File: src/rtl/reciprocal_arbiter.sv
// Round-robin arbiter sharing one combinational Q6.10 reciprocal datapath
// between NREQ requesters, with a shared tagged response channel.
module reciprocal_arbiter #(
  parameter int unsigned NREQ = 2,
  parameter int unsigned IDW  = 2
) (
  input  logic                 clk,
  input  logic                 rst_n,
  input  logic [NREQ-1:0]      i_req_valid,
  output logic [NREQ-1:0]      o_req_ready,
  input  logic [16*NREQ-1:0]   i_req_data,
  input  logic [NREQ-1:0]      i_req_abs,
  output logic                 o_resp_valid,
  input  logic                 i_resp_ready,
  output logic [15:0]          o_resp_data,
  output logic                 o_resp_sat,
  output logic [IDW-1:0]       o_resp_id,
  output logic                 o_busy,
  output logic [7:0]           o_sat_count,
  output logic [15:0]          o_rcp_i_data,
  output logic                 o_rcp_i_abs,
  input  logic [15:0]          i_rcp_o_data,
  input  logic                 i_rcp_o_sat
);

  localparam int unsigned DW = 16;
  localparam int unsigned CW = 8;
  localparam int unsigned SW = IDW + 1;

  typedef enum logic [1:0] {
    S_IDLE = 2'd0,
    S_CALC = 2'd1,
    S_RESP = 2'd2
  } state_t;

  state_t            r_state;
  state_t            w_state_nxt;
  logic [IDW-1:0]    r_ptr;
  logic [DW-1:0]     r_op;
  logic              r_abs;
  logic [IDW-1:0]    r_id;
  logic              r_resp_valid;
  logic [DW-1:0]     r_resp_data;
  logic              r_resp_sat;
  logic [IDW-1:0]    r_resp_id;
  logic              r_busy;
  logic [CW-1:0]     r_sat_count;

  logic [2*NREQ-1:0] w_req_rot;
  logic              w_any;
  logic [IDW-1:0]    w_off;
  logic [SW-1:0]     w_sum;
  logic [IDW-1:0]    w_gnt;
  logic [IDW-1:0]    w_ptr_nxt;
  logic [DW-1:0]     w_op;
  logic              w_abs;
  logic              w_take;

  // Rotate requests so the pointer sits at bit 0; lowest set bit wins.
  always_comb begin
    w_req_rot = {i_req_valid, i_req_valid} >> r_ptr;
    w_any     = |i_req_valid;
    w_off     = '0;
    for (int k = int'(NREQ) - 1; k >= 0; k--) begin
      if (w_req_rot[k]) w_off = IDW'(k);
    end
    w_sum = SW'(r_ptr) + SW'(w_off);
    if (w_sum >= SW'(NREQ)) w_sum = w_sum - SW'(NREQ);
    w_gnt = w_sum[IDW-1:0];
    if (w_gnt == IDW'(NREQ - 1)) w_ptr_nxt = '0;
    else                         w_ptr_nxt = w_gnt + IDW'(1);
  end

  always_comb begin
    w_op  = '0;
    w_abs = 1'b0;
    for (int j = 0; j < int'(NREQ); j++) begin
      if (w_gnt == IDW'(j)) begin
        w_op  = i_req_data[j*DW +: DW];
        w_abs = i_req_abs[j];
      end
    end
  end

  assign w_take = (r_state == S_IDLE) && w_any && rst_n;

  always_comb begin
    o_req_ready = '0;
    for (int j = 0; j < int'(NREQ); j++) begin
      o_req_ready[j] = w_take && (w_gnt == IDW'(j));
    end
  end

  always_comb begin
    w_state_nxt = r_state;
    case (r_state)
      S_IDLE:  if (w_any)        w_state_nxt = S_CALC;
      S_CALC:                    w_state_nxt = S_RESP;
      S_RESP:  if (i_resp_ready) w_state_nxt = S_IDLE;
      default:                   w_state_nxt = S_IDLE;
    endcase
  end

  always_ff @(posedge clk) begin
    if (!rst_n) begin
      r_state <= S_IDLE;
      r_busy  <= 1'b0;
    end else begin
      r_state <= w_state_nxt;
      r_busy  <= (w_state_nxt != S_IDLE);
    end
  end

  // Operand capture, result capture and saturation bookkeeping.
  always_ff @(posedge clk) begin
    if (!rst_n) begin
      r_ptr        <= '0;
      r_op         <= '0;
      r_abs        <= 1'b0;
      r_id         <= '0;
      r_resp_valid <= 1'b0;
      r_resp_data  <= '0;
      r_resp_sat   <= 1'b0;
      r_resp_id    <= '0;
      r_sat_count  <= '0;
    end else begin
      case (r_state)
        S_IDLE: begin
          if (w_any) begin
            r_op  <= w_op;
            r_abs <= w_abs;
            r_id  <= w_gnt;
            r_ptr <= w_ptr_nxt;
          end
        end
        S_CALC: begin
          r_resp_data  <= i_rcp_o_data;
          r_resp_sat   <= i_rcp_o_sat;
          r_resp_id    <= r_id;
          r_resp_valid <= 1'b1;
        end
        S_RESP: begin
          if (i_resp_ready) begin
            r_resp_valid <= 1'b0;
            if (r_resp_sat && (r_sat_count != {CW{1'b1}})) begin
              r_sat_count <= r_sat_count + CW'(1);
            end
          end
        end
        default: ;
      endcase
    end
  end

  assign o_resp_valid = r_resp_valid;
  assign o_resp_data  = r_resp_data;
  assign o_resp_sat   = r_resp_sat;
  assign o_resp_id    = r_resp_id;
  assign o_busy       = r_busy;
  assign o_sat_count  = r_sat_count;
  assign o_rcp_i_data = r_op;
  assign o_rcp_i_abs  = r_abs;

endmodule
File: config.mk
export PLATFORM = sky130hd
export DESIGN_NAME = reciprocal_arbiter
export DESIGN_NICKNAME = d
export VERILOG_FILES = /design/src/rtl/reciprocal_arbiter.sv
export SDC_FILE = /design/constraint.sdc
export NUM_CORES = 1
export LEC_CHECK = 0
export BUFFER_PORTS_ARGS = -buffer_cell sky130_fd_sc_hd__buf_2
export CAP_MARGIN = 30
export CORE_ASPECT_RATIO = 0.7
export CORE_UTILIZATION = 45
export CTS_BUF_LIST = sky130_fd_sc_hd__clkbuf_2 sky130_fd_sc_hd__clkbuf_4 sky130_fd_sc_hd__clkbuf_8
export DETAILED_ROUTE_END_ITERATION = 8
export PLACE_DENSITY_LB_ADDON = 0.08
export SETUP_SLACK_MARGIN = 0.02
export SYNTH_ARGS = -nofsm -noshare
export SYNTH_HDL_FRONTEND = slang
export SYNTH_SLANG_ARGS = --single-unit
File: constraint.sdc
create_clock -name clk -period 2.5 [get_ports clk]
set_input_delay 0.125 -clock clk [delete_from_list [all_inputs] [get_ports clk]]
set_output_delay 0.125 -clock clk [all_outputs]
set_load 0.005 [all_outputs]
==> results.md <==
Outcome:
- The flow ran to the end, and the final reports show no timing, DRC or antenna violations.

Clocking:
- The count of instances resized after the clock tree is built is 0.
- The number of sinks driven by the clock tree is 52.
- The CTS tree is done.
- The number of hold buffers added after cts is 0.
- The CTS H-tree depth is 2.
- Once the clock tree was built, the setup fixing pass inserted 0 buffers.
- Clock latency on the worst-skew pair, taken at its later pin, is 0.30 ns.
- Counting the buffers created by CTS gives 5.
- The clock tree buffer depth is 2.
- Clock tree synthesis selected as its root buffer the cell sky130_fd_sc_hd__clkbuf_8.
- The clock edge transition at the registers on the reported setup and hold paths is 0.09 ns.

Routing:
- The number of search-and-repair iterations in the first detailed-routing pass is 4.
- The residual antenna-violating net count after detailed routing is 0.
- In the final routed layout, each cell accounts on average for 11.45 microns.
- The routed wire length on met3 is 320 microns.
- Routed signal wires occupy layers up through met4.
- In the final routing, the length of wire on met1 measures 2358 microns.
- Summed over all layers, the routed wires come to 4753 microns.
- The routed design uses 2047 microns of met2 wire.
- In the routed design, unresolved DRC markers number 0.
- The number of DRC violations after detailed-routing iteration 0 is 66.
- The number of vias per cell is 4.933.
- Across all layers, the routed design uses 2,047 vias.

Min path:
- In this run the most critical hold path is launched from i_rcp_o_data[5].
- The tightest min-delay check is of the primary input to register type.

Global route:
- The maximum number of pins on one net before global-route repair is 22.
- The number of global-route vias before repair is 1,744.
- The first global-routing pass estimated 7514 microns of wire.
- For this run the aggregate overflow at the end of global routing stands at 0.
- The number of antenna violations at the first check in global routing came to 0.
- Global routing used 18.10% of the available tracks across all layers.

Timing:
- The final hold violation count is 0.
- After layout, the minimum clock period comes to 2.200 ns.
- Summed over all failing endpoints, the final setup total negative slack is 0 ns.
- Between clock sinks in the finished design, the worst skew comes to 0.006241 ns.
- Setup repair after global routing left no endpoint under its margin.
- The slew of the pin with the lowest slew margin is 0.8809 ns.
- The number of failing setup endpoints in the final timing report is 0.
- The part of the cycle the worst path needs is 87.99%.
- The count of pins over their slew limit came to 0.
- Timing would allow up to 454.6 MHz.
- The worst pin sits at a relative slew slack of 40.88%.

Placement:
- The congestion estimate from routability-driven global placement came to 0.8307.
- The number of I/O port buffers is 103.
- After detailed placement, the design holds a cell count of 408.
- After legalization and detailed placement, the total HPWL measured 3498 microns.

Die:
- The top-level I/O count is 104.
- Once the floorplan was initialized, standard cells occupied 49.03% of the core.
- The total area inside the core boundary comes to 0.004529 sq mm.
- From left edge to right edge, the die measures 85.97 microns.
- In this run the core area contains 20 standard-cell rows.
- The die boundary height is 60.78 microns.
- The die covers 0.005225 sq mm.

Synth:
- The count of synthesis-stage warnings from yosys is 0.
- The area fraction of the dominant cell type after synthesis is 46.87%.
- In the post-synthesis netlist, the biggest area contributors are sky130_fd_sc_hd__dfxtp_1, sky130_fd_sc_hd__mux2i_1, sky130_fd_sc_hd__nand2_1, sky130_fd_sc_hd__a2bb2oi_1, sky130_fd_sc_hd__a21oi_1.
- The number of unique standard cell types used by synthesis is 38.
- The area of the mapped netlist is 0.002221 sq mm.
- After synthesis, the mean cell area works out to 8.919 sq um.
- The synthesized instance count is 249.
- Synthesis inferred 52 register bits.
- The cell type with the largest total area after synthesis is sky130_fd_sc_hd__dfxtp_1.
- Counting every net in the synthesized netlist gives 309.
- The sequential element share of the synthesized area is 46.87%.

Power:
- The power density over the cells is 639.0 mW/mm^2.
- The leakage power is 1.389 nW.
- The maximum resistive drop on vdd is 0.3978 mV.

Critical path:
- The type of the worst setup path is register to output pin.
- The source of the worst register-to-register timing path is r_ptr[0].
- The kind of capture point of the worst setup path is an output pin.
- The category of the worst setup path launch point is a register.
- At the worst endpoint, the arrival time is 2.07 ns.
- The worst-case register-to-register setup slack is 0.44 ns.
- The peak fanout along the critical path is 5.
- For the worst setup path, the data required time is 2.38 ns.
- The launching element of the worst setup path is r_ptr[0].

Cells and area:
- The area growth from synthesis to layout is 29.63%.
- In the final design database the tool counted 409 nets.
- The final standard cell count with taps included and fillers excluded is 415.
- The number of antenna diodes in the final layout is 0.
- The share of final-layout standard cells stronger than drive strength 1 is 35.24%.

Job:
- Across the run, the number of max-cap violations was 0.
[state kept, by name, indices dropped and copies added, names as in the netlist]
name          cells
o_busy            1
o_rcp_i_abs       1
o_rcp_i_data     16
o_resp_data      16
o_resp_id         2
o_resp_sat        1
o_resp_valid      1
o_sat_count       8
r_id              2
r_ptr             2
r_state           2
[cell families after synthesis]
family | after synthesis | share of synthesized area [%]
AO/OA/AOI/OAI | 55 | 17.18
XOR/XNOR | 5 | 1.972
adder cells (fa/ha/maj) | 4 | 2.254
AND/OR/NAND/NOR | 94 | 19.77
multiplexers | 18 | 8.113
buffers and inverters | 21 | 3.831
flip-flops | 52 | 46.87
[layer usage]
layer | global-route usage [%] | vias to the layer above
met5 | 0 | -
met4 | 4.286 | 0
met3 | 4.898 | 5
met2 | 29.48 | 79
met1 | 24.37 | 897
li1 | - | 1066
[area by class of cell]
type / count / area [sq um]
Fill cell: 432 / 1650
Inverter: 5 / 18.77
Sequential cell: 52 / 1041
Timing Repair Buffer: 109 / 560.5
Tap cell: 66 / 82.58
Multi-Input combinational cell: 176 / 1095
Clock inverter: 2 / 12.51
Clock buffer: 5 / 68.82
[Yosys cell counts (all sizes together)]
master / instances
nand4bb: 1
or2b: 1
or3b: 1
o2111ai: 1
nand4: 3
nor2: 29
and4b: 1
clkbuf: 10
o21bai: 1
inv: 5
a2bb2oi: 17
o31ai: 1
mux2i: 18
ha: 4
and2b: 1
o21ai: 6
or4: 1
nor4: 2
xor2: 5
nor3: 2
dfxtp: 52
o211a: 1
nand3: 2
buf: 6
a211oi: 1
and3: 2
a31oi: 1
nand2: 44
a21oi: 23
o211ai: 3
and2: 2
nand3b: 2
[through the flow]
step	worst slack, ns	util, %	power (mW)	hold slack, ns	area (sq um)
after floorplan	0.5121	-	1.256	0.2584	2221
after global placement	0.5678	61.77	1.413	0.3678	2798
after detailed placement	0.4651	61.77	1.418	0.3717	2798
after CTS	0.2902	63.56	1.862	0.04817	2879
after global routing	0.09229	63.56	1.951	0.04603	2879
final	0.3004	63.56	1.840	0.05646	2879
[layout by cell type (no fill, tap or decap), types with 2 or more instances in the layout]
cell	Yosys	routed
sky130_fd_sc_hd__buf_2	5	103
sky130_fd_sc_hd__dfxtp_1	52	52
sky130_fd_sc_hd__nand2_1	44	44
sky130_fd_sc_hd__nor2_1	29	29
sky130_fd_sc_hd__a21oi_1	23	23
sky130_fd_sc_hd__mux2i_1	18	18
sky130_fd_sc_hd__a2bb2oi_1	17	17
sky130_fd_sc_hd__buf_4	0	6
sky130_fd_sc_hd__inv_1	5	5
sky130_fd_sc_hd__xor2_1	5	5
sky130_fd_sc_hd__clkbuf_8	0	5
sky130_fd_sc_hd__ha_1	4	4
sky130_fd_sc_hd__o21ai_0	3	3
sky130_fd_sc_hd__nand4_1	2	2
sky130_fd_sc_hd__o21ai_1	2	2
sky130_fd_sc_hd__nand3_1	2	2
sky130_fd_sc_hd__nor4_1	2	2
sky130_fd_sc_hd__and2_1	2	2
sky130_fd_sc_hd__nor3_1	2	2
sky130_fd_sc_hd__o211ai_1	2	2
sky130_fd_sc_hd__nand3b_1	2	2
[worst max-delay path, cell delays in order (launching register included)]
cell and delay, ns:
sky130_fd_sc_hd__dfxtp_1 0.34, sky130_fd_sc_hd__o31ai_1 0.28, sky130_fd_sc_hd__ha_1 0.22, sky130_fd_sc_hd__inv_1 0.05
sky130_fd_sc_hd__ha_1 0.33, sky130_fd_sc_hd__nand3_1 0.10, sky130_fd_sc_hd__o21ai_0 0.12, sky130_fd_sc_hd__nor4_1 0.19
sky130_fd_sc_hd__buf_2 0.16
[power by group]
| part | leakage [nW] | switching, mW | total [mW] | internal (mW) |
|---|---|---|---|---|
| Clock | 0.0400 | 0.255 | 0.445 | 0.190 |
| Combinational | 0.923 | 0.219 | 0.458 | 0.239 |
| Sequential | 0.425 | 0.0377 | 0.936 | 0.899 |
| Total | 1.39 | 0.512 | 1.84 | 1.33 |
[path summary, 6_finish.rpt]
path / endpoint / cells after the start
max: o_req_ready[0] / 8
min: o_resp_data[5] / 3
max reg2reg: o_rcp_i_data[11] / 9
min reg2reg: o_resp_id[1] / 2
(Power assumes the default switching activity.)
